## config.mk

```make
export PLATFORM = sky130hd
export DESIGN_NAME = reg_pipe
export DESIGN_NICKNAME = d
export VERILOG_FILES = /design/src/rtl/reg_pipe.sv
export SDC_FILE = /design/constraint.sdc
export NUM_CORES = 1
export LEC_CHECK = 0
export ABC_AREA = 1
export CAP_MARGIN = 20
export CORE_ASPECT_RATIO = 1.25
export CORE_MARGIN = 2
export CORE_UTILIZATION = 51
export CTS_BUF_LIST = sky130_fd_sc_hd__clkbuf_16
export CTS_CLUSTER_DIAMETER = 120
export CTS_CLUSTER_SIZE = 30
export DETAILED_ROUTE_END_ITERATION = 12
export PLACE_DENSITY = 0.77
export SLEW_MARGIN = 20
export SYNTH_ARGS = -nofsm -noshare
export SYNTH_HDL_FRONTEND = slang
export SYNTH_SLANG_ARGS = --single-unit
```

## constraint.sdc

```tcl
create_clock -name CP -period 2.2 [get_ports CP]
set_input_delay 0.44 -clock CP [delete_from_list [all_inputs] [get_ports CP]]
set_output_delay 0.44 -clock CP [all_outputs]
set_load 0.05 [all_outputs]
```

## src/rtl/reg_pipe.sv

```systemverilog
// rtl/reg_pipe.sv - multi-stage register pipeline with valid/ready flow control, bubble collapse and flush
module reg_pipe #(
    parameter int                WIDTH     = 8,
    parameter int                DEPTH     = 4,
    parameter logic [WIDTH-1:0]  RESET_VAL = '0
) (
    input  logic                         CP,
    input  logic                         MR,
    input  logic [WIDTH-1:0]             D,
    input  logic                         IN_VALID,
    output logic                         IN_READY,
    input  logic                         FLUSH,
    output logic [WIDTH-1:0]             Q,
    output logic                         OUT_VALID,
    input  logic                         OUT_READY,
    output logic [$clog2(DEPTH+1)-1:0]   COUNT
);

    localparam int CW = $clog2(DEPTH+1);

    logic [WIDTH-1:0] r_data [DEPTH];
    logic [DEPTH-1:0] r_valid;

    logic [DEPTH-1:0] w_ready;
    logic             w_in_fire;
    logic [CW-1:0]    w_count;

    // A stage may advance when it is empty or anything downstream of it can move;
    // accumulated from the output side so no signal feeds back on itself.
    always_comb begin : ready_chain
        logic v_acc;
        w_ready = '0;
        v_acc   = OUT_READY;
        for (int i = DEPTH - 1; i >= 0; i--) begin
            v_acc      = v_acc || !r_valid[i];
            w_ready[i] = v_acc;
        end
    end

    assign IN_READY  = w_ready[0] && !FLUSH && !MR;
    assign w_in_fire = IN_VALID && IN_READY;

    // Occupancy is the number of set valid flags.
    always_comb begin : popcount
        w_count = '0;
        for (int i = 0; i < DEPTH; i++) begin
            w_count = w_count + CW'(r_valid[i]);
        end
    end

    // Stage registers: reset beats flush beats normal advance; bubbles clear valid but keep data.
    always_ff @(posedge CP) begin
        if (MR) begin
            for (int i = 0; i < DEPTH; i++) begin
                r_data[i] <= RESET_VAL;
            end
            r_valid <= '0;
        end else if (FLUSH) begin
            r_valid <= '0;
        end else begin
            if (w_ready[0]) begin
                r_valid[0] <= w_in_fire;
                if (w_in_fire) begin
                    r_data[0] <= D;
                end
            end
            for (int i = 1; i < DEPTH; i++) begin
                if (w_ready[i]) begin
                    r_valid[i] <= r_valid[i-1];
                    if (r_valid[i-1]) begin
                        r_data[i] <= r_data[i-1];
                    end
                end
            end
        end
    end

    assign Q         = r_data[DEPTH-1];
    assign OUT_VALID = r_valid[DEPTH-1];
    assign COUNT     = w_count;

endmodule

```

Yosys cells after proc, flatten, opt, wreduce, memory -nomap -nowiden. Memory sizes are Yosys's and may differ from the RTL's. Cells that the tools add are included.

Reduce and logical (&&, ||, !) cells: 14. $add $sub $neg: 3. Multiplexer cells: 26. Bitwise gates (word level): 4.

Operators by type and width (number): 8-bit two-way mux (4); 1-bit two-way mux (22); 1-bit zero test (6); 1-bit logical OR (4); 1-bit OR (4); 2-bit by 1-bit adder with 3-bit output (1); 3-bit by 1-bit adder with 3-bit output (1); 1-bit logical AND (3); 1-bit by 1-bit adder with 2-bit output (1); 2-bit OR reduction (1).

Register bits after elaboration: 4. Memories: 1. RAM bits: 32. Logic and storage cells: 52.

Memories: r_data (words 4, width 8, read ports 4, clocked after memory_dff 0, write ports 4, RTL line 21) `logic [WIDTH-1:0] r_data [DEPTH];`.

Logic depth before layout (Yosys ltp).
Depth in word-level cells: 14. Mapped depth: 5.

Worst setup path after synthesis. No wires, ideal clock.

Kind: flip-flop to output port. From: register r_valid[3]. To: output port COUNT[1]. Required time: 1.760 ns. Arrival: 2.031 ns. Cell stages (with the launch flop): 6. Setup slack: -0.271 ns. Path buffers: 0. Cells stage by stage: dfxtp_1 -> inv_2 -> fa_1 -> inv_1 -> ha_1 -> ha_1.

Cells in the longest elaborated chain, start to end: 1.

Ends and longest elaborated chain: start: declaration (RTL line 22) `logic [DEPTH-1:0] r_valid;`; start signal: indexed assignment (RTL line 69) `r_valid[i] <= r_valid[i-1];`; 3-bit by 1-bit adder with 3-bit output (RTL line 47) `w_count = w_count + CW'(r_valid[i]);`; end: declaration (RTL line 16) `output logic [$clog2(DEPTH+1)-1:0] COUNT`.

No other way between the ends.

Final worst setup path. Same ends and word-level chain as after synthesis.

==> results by group <==
Placed design
  • Detailed Place HPWL: 1870 um
  • DP Worst Slack: 134 ps
  • Port bufs: 25
  • Placer congestion estimate: 0.720

Power and ir drop
  • Logic pwr share: 7.7%
  • Cell internal pwr: 1.35 mW
  • P_sw: around 0.32 mW
  • Part of the power in the clock network: between 40 and 50%
  • Peak supply drop: 861 uV
  • Final Power: 1.68 mW
  • Leakage: 0.889 nW
  • P per Cell Area: 789 nW/um^2
  • Net Sw Frac: between 15 and 20%
  • Reg power frac: 46.6%

STA
  • RSZ-0062 raised after global routing: true
  • Post-route clock period utilization: 101%
  • Worst Skew: ~2.7 ps
  • Worst-margin pin slew: 491 ps
  • F_max: roughly 0.45 GHz
  • Worst rel slew slack: 67.2%
  • Fin. max-slew vios: 0
  • Minimum clock period: between 2000 and 2500 ps
  • Worst hold slack: 514 ps
  • Fin worst setup slack: -16.5 ps
  • Final Hold Fails: 0
  • Final setup vio count: 1

Floorplan
  • Die X: between 50 and 60 um
  • IO Count: 26
  • Std cell rows: 22
  • Core area: about 2900 um^2
  • Die area: 3480 um^2
  • Starting Density: 52.9%
  • Die Ht: 65.5 um

Synth
  • Synth Instances: 134
  • Cell accounting for the most synthesized area: edfxtp_1
  • Mapped cell area: roughly 1500 um^2
  • #FFs+latches synth: 36
  • Cell variety after synth: 16
  • Post-synth top area share: 62.3%
  • Syn Nets: 150
  • Synth top area cells: edfxtp_1 (62%), inv_1 (10%), nor2_1 (8.0%), dfxtp_1 (5.2%), nand3_4 (4.5%)
  • Syn. warnings: 0
  • Sequential share of the synthesized area: 67.5%
  • Avg Cell Area, Syn: 11.5 um^2

Global route
  • Maximum number of pins on one net before global-route repair: 12
  • Grt ovf: 0
  • Vias in the first global route: 1025
  • First-pass GRT wire length: 4410 um
  • Number of antenna violations at the first check in global routing: 0
  • Tot GR Track Use: 18.4%

Min path
  • Worst hold start: r_valid[1]$_SDFFE_PP0P_
  • Hold Path Class: flop to flop
  • Hold path cells: 2
  • End of the worst hold path: r_valid[2]$_SDFFE_PP0P_

Cells and area
  • Layout cells sized above 1: between 10% and 20%
  • Most frequent cells in the layout: inv_1 (39), nor2_1 (33), edfxtp_1 (32), clkdlybuf4s50_1 (21), buf_4 (8)
  • Most common cell after layout, fill and taps aside: inv_1
  • Ant diodes: 0
  • Final core occ: 72.9%
  • Total Nets Final: between 150 and 200
  • Area grow syn2layout: 38.0%

Route
  • Final antenna-violating net count: 0
  • Via count: 965
  • Drt first-iter violations: 16
  • DRC: 0
  • Via density: 4.57
  • Post-DR wirelength/cell: around 12 um
  • First drt pass iteration count: 3
  • Post-Route WL: 2540 um

Flow run
  • Maxcap violations: 0

Clock tree
  • Root Buffer: clkbuf_16
  • TritonCTS Buffers: 5
  • Clock Path Buffers: 2
  • Clk Latency, worst-skew pair: approximately 270 ps
  • Clk slew on worst S/H paths: 50 ps
  • H-tree Lvls: 2
  • CTS tree: yes
  • Clock sinks: 36

Run status
  • Failing checks: negative setup slack
  • Status: complete, but fails checks

Worst setup path
  • Critical path class: flop to output port
  • Reg2reg end: r_data[0][4]$_SDFFCE_PN0P_
  • CP max FO: 2
  • Worst EP required: 1760 ps
  • Worst setup path startpoint: r_valid[3]$_SDFFE_PP0P_
  • Reg2Reg Depth: 6
  • Reg2reg setup slack: 700 ps
  • Worst Path Arrival: 1780 ps
  • Worst r2r src: r_valid[3]$_SDFFE_PP0P_
  • Critical Path Sink Type: output port
  • Setup crit start kind: flop
## critical path, cell delays in order, from the launching register on
cell and delay [ps]:
dfxtp_2 330, inv_2 40, fa_1 540, inv_2 50, ha_4 150, ha_4 270, buf_12 120
## synth_stat cells
cell	count
o21ai_0	2
nand4_2	1
nand2_1	4
nor2_1	33
inv_2	2
nor2_8	1
inv_1	41
a21oi_1	4
nand3_4	4
fa_1	1
nand3_1	1
dfxtp_1	4
ha_1	2
o31ai_1	1
nor2_4	1
edfxtp_1	32
## area by class of cell
cell class / instances / area [um^2]
timing repair buffer: 33 / 350
sequential: 36 / 1040
clock buffer: 5 / 125
inverter: 43 / 161
fill: 204 / 790
multi-input combinational: 55 / 365
tap: 36 / 45.0
clock inverter: 3 / 37.5
## kinds of logic (layout without fill, tap and decap cells)
family / Yosys count / count (layout) / synth area share (%)
buffers and inverters: 43 / 84 / 10.5
AO/OA/AOI/OAI: 7 / 7 / 2.43
AND/OR/NAND/NOR: 45 / 45 / 16.7
adder cells (fa/ha/maj): 3 / 3 / 2.92
flip-flops: 36 / 36 / 67.5
## per-layer routing
layer,share of wire (%),up-vias,global-route usage (%)
met3,3.9,6,4.77
met2,61,22,35.0
met4,1.9,0,8.65
met5,0,-,0
li1,-,495,-
met1,33,442,17.4
## per-stage QoR
step,std cells,setup TNS [ps],cell area (um^2)
2_1_floorplan,134,0,1560
3_3_place_gp,201,0,1940
3_5_place_dp,201,0,1940
4_1_cts,210,-40.1,2120
5_1_grt,211,-43.4,2130
6_report,211,-16.5,2130
## worst max-delay path by stage
stage                                       endpoint  cells after the start
final                                       COUNT[1]                      6
after global placement    r_data[0][0]$_SDFFCE_PN0P_                      5
after CTS                                   COUNT[1]                      6
after global routing                        COUNT[1]                      6
after floorplan                             COUNT[1]                      5
after detailed placement  r_data[0][1]$_SDFFCE_PN0P_                      5
## power groups by stage
stage	Combinational (mW)	Clock [mW]	Sequential (mW)
after floorplan	0.0449	0	0.815
after global placement	0.123	0	0.794
after detailed placement	0.127	0	0.796
after CTS	0.131	0.780	0.783
after global routing	0.141	0.808	0.785
final	0.130	0.767	0.783
## flip-flops by register name, indices dropped and copies added (netlist names)
| register | flops |
|---|---|
| r_valid | 4 |
| r_data | 32 |
## what timing repair did
action	4_1_cts	5_1_grt
buffers inserted	1	1
endpoints found under the hold margin	0	0
pin swaps	2	2
resized for setup	5	0
gates cloned	0	0
setup endpoints to repair	2	1
hold buffers	0	0
(Power assumes the default switching activity.)
